--- src/rtl/instr_issue_unit.sv ---
// Issue controller for the 4-bit execute unit: handshake, 4x4 register file, EXEC/WB sequencing.
// Optional input FIFO enabled by defining ISSUE_FIFO_EN (depth FIFO_DEPTH).
module instr_issue_unit #(
    parameter int FIFO_DEPTH = 4
) (
    input  logic       clk,
    input  logic       rst_n,
    input  logic       instr_valid,
    output logic       instr_ready,
    input  logic [9:0] instr,
    output logic [3:0] ex_rs,
    output logic [3:0] ex_rt,
    output logic [2:0] ex_sel,
    input  logic [3:0] ex_rd,
    output logic       wb_valid,
    output logic [1:0] wb_addr,
    output logic [3:0] wb_data,
    output logic [7:0] retired,
    input  logic [1:0] dbg_addr,
    output logic [3:0] dbg_data
);

    typedef enum logic [1:0] {
        IDLE = 2'd0,
        EXEC = 2'd1,
        WB   = 2'd2
    } state_e;

    state_e     state_q, state_d;
    logic [9:0] ir_q, ir_d;
    logic [3:0] res_q, res_d;
    logic [3:0] rf_q [4];
    logic [3:0] rf_d [4];
    logic [7:0] ret_q, ret_d;

    logic       issue_go;
    logic [9:0] issue_instr;

    if (FIFO_DEPTH < 2 || (FIFO_DEPTH & (FIFO_DEPTH - 1)) != 0) begin : g_depth_chk
        $error("FIFO_DEPTH must be a power of two >= 2");
    end

`ifdef ISSUE_FIFO_EN
    localparam int PTR_W = $clog2(FIFO_DEPTH);
    localparam logic [PTR_W:0] FULL_CNT = (PTR_W + 1)'(FIFO_DEPTH);

    logic [9:0]     fifo_q [FIFO_DEPTH];
    logic [9:0]     fifo_d [FIFO_DEPTH];
    logic [PTR_W-1:0] wr_q, wr_d;
    logic [PTR_W-1:0] rd_q, rd_d;
    logic [PTR_W:0]   cnt_q, cnt_d;
    logic           full;
    logic           empty;
    logic           push;
    logic           pop;

    assign full        = (cnt_q == FULL_CNT);
    assign empty       = (cnt_q == '0);
    assign push        = instr_valid && !full;
    assign pop         = (state_q == IDLE) && !empty;
    assign instr_ready = !full;
    assign issue_go    = pop;
    assign issue_instr = fifo_q[rd_q];

    // FIFO pointer/count update; full refuses a push even when popping
    always_comb begin
        fifo_d = fifo_q;
        wr_d   = wr_q;
        rd_d   = rd_q;
        cnt_d  = cnt_q;
        if (push) begin
            fifo_d[wr_q] = instr;
            wr_d         = wr_q + 1'b1;
        end
        if (pop) begin
            rd_d = rd_q + 1'b1;
        end
        unique case ({push, pop})
            2'b10:   cnt_d = cnt_q + 1'b1;
            2'b01:   cnt_d = cnt_q - 1'b1;
            default: cnt_d = cnt_q;
        endcase
    end

    // FIFO storage and pointers
    always_ff @(posedge clk or negedge rst_n) begin
        if (!rst_n) begin
            for (int i = 0; i < FIFO_DEPTH; i++) begin
                fifo_q[i] <= '0;
            end
            wr_q  <= '0;
            rd_q  <= '0;
            cnt_q <= '0;
        end else begin
            fifo_q <= fifo_d;
            wr_q   <= wr_d;
            rd_q   <= rd_d;
            cnt_q  <= cnt_d;
        end
    end
`else
    assign instr_ready = (state_q == IDLE);
    assign issue_go    = instr_valid && instr_ready;
    assign issue_instr = instr;
`endif

    // Sequencer: next state, datapath drive and writeback
    always_comb begin
        state_d  = state_q;
        ir_d     = ir_q;
        res_d    = res_q;
        rf_d     = rf_q;
        ret_d    = ret_q;
        ex_rs    = '0;
        ex_rt    = '0;
        ex_sel   = '0;
        wb_valid = 1'b0;
        wb_addr  = '0;
        wb_data  = '0;
        unique case (state_q)
            IDLE: begin
                if (issue_go) begin
                    ir_d    = issue_instr;
                    state_d = EXEC;
                end
            end
            EXEC: begin
                if (ir_q[9]) begin
                    res_d = ir_q[3:0];
                end else begin
                    ex_rs  = rf_q[ir_q[3:2]];
                    ex_rt  = rf_q[ir_q[1:0]];
                    ex_sel = ir_q[8:6];
                    res_d  = ex_rd;
                end
                state_d = WB;
            end
            WB: begin
                wb_valid          = 1'b1;
                wb_addr           = ir_q[5:4];
                wb_data           = res_q;
                rf_d[ir_q[5:4]]   = res_q;
                ret_d             = ret_q + 8'd1;
                state_d           = IDLE;
            end
            default: begin
                state_d = IDLE;
            end
        endcase
    end

    // Architectural state registers
    always_ff @(posedge clk or negedge rst_n) begin
        if (!rst_n) begin
            state_q <= IDLE;
            ir_q    <= '0;
            res_q   <= '0;
            ret_q   <= '0;
            for (int i = 0; i < 4; i++) begin
                rf_q[i] <= '0;
            end
        end else begin
            state_q <= state_d;
            ir_q    <= ir_d;
            res_q   <= res_d;
            ret_q   <= ret_d;
            rf_q    <= rf_d;
        end
    end

    assign retired  = ret_q;
    assign dbg_data = rf_q[dbg_addr];

endmodule

--- config.mk ---
export PLATFORM = sky130hd
export DESIGN_NAME = instr_issue_unit
export DESIGN_NICKNAME = d
export VERILOG_FILES = /design/src/rtl/instr_issue_unit.sv
export SDC_FILE = /design/constraint.sdc
export NUM_CORES = 1
export LEC_CHECK = 0
export ABC_AREA = 1
export ABC_CLOCK_PERIOD_IN_PS = 1300
export CORE_MARGIN = 8
export CORE_UTILIZATION = 51
export CTS_BUF_LIST = sky130_fd_sc_hd__clkbuf_2 sky130_fd_sc_hd__clkbuf_4 sky130_fd_sc_hd__clkbuf_8
export CTS_CLUSTER_SIZE = 30
export DETAILED_ROUTE_END_ITERATION = 12
export PLACE_DENSITY = 0.84
export SKIP_LAST_GASP = 1
export SLEW_MARGIN = 20
export SYNTH_ARGS = -nofsm -noshare
export SYNTH_HDL_FRONTEND = slang
export SYNTH_SLANG_ARGS = --single-unit
export TNS_END_PERCENT = 20
--- constraint.sdc ---
create_clock -name clk -period 1.3 [get_ports clk]
set_input_delay 0.195 -clock clk [delete_from_list [all_inputs] [get_ports clk]]
set_output_delay 0.195 -clock clk [all_outputs]
set_load 0.02 [all_outputs]
==> impl_results.md <==
* Worst VDD drop at 1.56 mV
* Cell area power density at 1970 nW/um^2
* Failing checks: negative setup slack
* Post-synth top area share at 0.482
* Synth top area cells: dfrtp_1 48%, nand2_1 11%, o21ai_0 9.4%
* Clk slew on worst S/H paths at approximately 0.090 ns
* Fin util at 0.843
* Synth Flop Type: dfrtp_1
* First-pass GRT wire length at between 10000 and 15000 um
* Number of max-cap violations at 0
* Final worst-path cycle share at 1.26
* # rows at 23
* Min-Delay Path Class: primary input to asynchronous set/reset pin
* Clk sinks at 40
* Final ANT Viol Nets at 0
* Most frequent cell after synthesis: nand2_1
* Reg2reg setup slack at -0.20 ns
* Yosys warns at 0
* Status: finished, violations left
* Final setup vio count at 53
* Initial core utilization at 0.523
* Capture point of the worst reg-to-reg path: rf_q[6]
* Reg2reg start: state_q[0]
* Placed cell area at roughly 3000 um^2
* RSZ-0062 raised after global routing: true
* Post-route DRC at 0
* Crit-path max FO at 8
* Initial antenna violation count at 0
* Crit path capture type: primary output
* Clk buf depth at 2
* DRT iter0 DRCs at just over 300
* H-Tree Depth at 2
* Drt pass-1 iters at 5
* Max Fclk at 0.612 GHz
* IO Count at 50
* Cells on worst reg2reg path at 8
* Slew @ Worst Pin at roughly 0.35 ns
* Fin Clk Skew at 0.00860 ns
* Clock Latency Late Sink at ~0.31 ns
* Grt ovf at 0
* Die Span X at 79.8 um
* # port buffers at slightly below 50
* # fillers at 214
* Post-synth EDFFs at 0
* Synth top cells by count: 63 x nand2_1, 40 x dfrtp_1, 39 x o21ai_0, 33 x inv_1, 27 x nor2_1
* Post-Layout Inst Area at 3350 um^2
* Vias at between 2000 and 2500
* # diodes at 0
* Netlist cell types at 20
* CTS tree: done
* GRT Total Usage at 0.222
* CP Class: flip-flop to primary output
* Max-slew violation count at 0
* Die area at 6370 um^2
* Critical Path AT at roughly 1.4 ns
* Routed length per instance at between 15 and 20 um
* Flops & latches, synth at 40
* Rel. slew slack at 0.766
* Area grow syn2layout at 61.3%
* Synth area leader: dfrtp_1
* Core area at between 3000 and 4000 um^2
* Worst Path Required at 1.11 ns
* Share of synthesized registers carrying an async set or reset at 1.00
* Share of post-route cells with drive strength above 1 at 0.330
* Setup crit start kind: flip-flop
* Syn nets at around 280
* Sequential fraction of the synthesis area at 0.482
* Final wirelength at 7790 um
* Hold Slack at about 0.32 ns
* Placed cell count at roughly 400
* Non-filler cells in the finished layout at ~410
* Setup WS post-layout at -0.334 ns
* Register Area at 1000 um^2
* Via-per-instance ratio at between 5 and 6
* Largest net degree at the start of global routing at 23
* Total Nets Final at between 300 and 400
* DIE HEIGHT at 79.8 um
* Multi-input logic area at between 1000 and 1500 um^2
* Total CTS buffers at 5
* HPWL Detailed at around 4700 um
* Synth Area per Inst at a little under 8 um^2
* Hold Vio Cnt, Final at 0
* Gpl congestion at between 0.9 and 1
* Min cycle time layout at 1.63 ns
* Vias in the first global route at ~2300
* Syn Inst Count at 261
* Pleak at 1.56 nW
* Cell at the root of the clock tree: clkbuf_8
* Synthesized area at about 2100 um^2
==> worst max path at each step <==
stage                       end  slack, ns  cells past startpoint         from
floorplan              ex_rs[3]     -0.002                      4      ir_q[2]
global route           ex_rs[0]      -0.35                      5      ir_q[2]
finish                 ex_rs[0]      -0.33                      4      ir_q[2]
CTS                    ex_rs[3]      -0.30                      5   state_q[1]
detailed placement  dbg_data[3]      -0.68                      5  dbg_addr[0]
global placement    dbg_data[0]      -0.59                      5  dbg_addr[0]
==> worst max-delay path, cell delays in order (launching register included) <==
cell and delay, ns:
dfrtp_2 0.44, buf_12 0.14, o211ai_1 0.31, a21oi_4 0.08, buf_4 0.17
==> through the flow <==
stage / TNS (ns) / setup WS, ns / power [mW]
after floorplan: -0.00217 / -0.00217 / 3.47
after global placement: -9.57 / -0.592 / 4.86
after detailed placement: -10.51 / -0.677 / 5.00
after CTS: -9.03 / -0.301 / 6.07
after global routing: -11.80 / -0.352 / 6.89
final: -9.44 / -0.334 / 6.61
==> cells by family after synthesis <==
logic type | share of synthesized area
buffers and inverters | 0.0855
adder cells (fa/ha/maj) | 0.00602
AND/OR/NAND/NOR | 0.219
XOR/XNOR | 0.0127
flip-flops | 0.482
AO/OA/AOI/OAI | 0.195
==> timing repair <==
| item | CTS | global route |
|---|---|---|
| hold buffers | 1 | 0 |
| buffers inserted | 0 | 9 |
| gates cloned | 0 | 1 |
| endpoints found under the hold margin | 9 | 0 |
| resized for setup | 91 | 48 |
| pin swaps | 2 | 11 |
| endpoints found under the setup margin | 44 | 50 |
==> cells in the final DEF, fill, tap and decap left out, types with 2 or more instances in the layout <==
master | netlist | final
buf_6 | 0 | 16
nor2_1 | 27 | 18
o21ai_0 | 39 | 36
buf_2 | 7 | 6
dfrtp_1 | 40 | 38
buf_4 | 2 | 45
dfrtp_2 | 0 | 2
clkdlybuf4s50_1 | 0 | 23
nand3_1 | 4 | 4
clkbuf_8 | 0 | 5
clkdlybuf4s15_2 | 0 | 3
o22ai_1 | 8 | 8
o21ai_2 | 0 | 3
buf_12 | 0 | 4
clkinv_4 | 0 | 2
o211ai_1 | 16 | 16
dlygate4sd2_1 | 0 | 3
nand2_1 | 63 | 62
a21oi_4 | 0 | 8
nor2_2 | 1 | 4
nor2_4 | 4 | 10
inv_2 | 1 | 4
inv_1 | 33 | 30
xnor2_1 | 2 | 2
==> sequential cells by signal, summed over array words and instances (netlist names) <==
name	flops
rf_q	16
ir_q	10
retired	8
state_q	2
res_q	4
==> where the power goes <==
| group | switching, mW | leakage [nW] | total (mW) | internal, mW |
|---|---|---|---|---|
| registers | 0.410 | 0.506 | 2.11 | 1.70 |
| logic | 1.85 | 0.992 | 3.42 | 1.57 |
| clock network | 0.504 | 0.0583 | 1.08 | 0.579 |
==> per-layer routing <==
metal | part of all wire | global-route usage
met1 | 0.39 | 0.252
met2 | 0.50 | 0.387
met3 | 0.072 | 0.0507
met4 | 0.047 | 0.0945
met5 | 0 | 0
==> cell type report <==
cell class | count | area share
Multi-Input combinational cell | 178 | 0.319
Sequential cell | 40 | 0.300
Timing Repair Buffer | 104 | 0.290
Inverter | 34 | 0.0381
Clock buffer | 5 | 0.0205
Tap cell | 50 | 0.0187
Clock inverter | 3 | 0.0142
No activity file was read; power rests on OpenSTA's default activity.
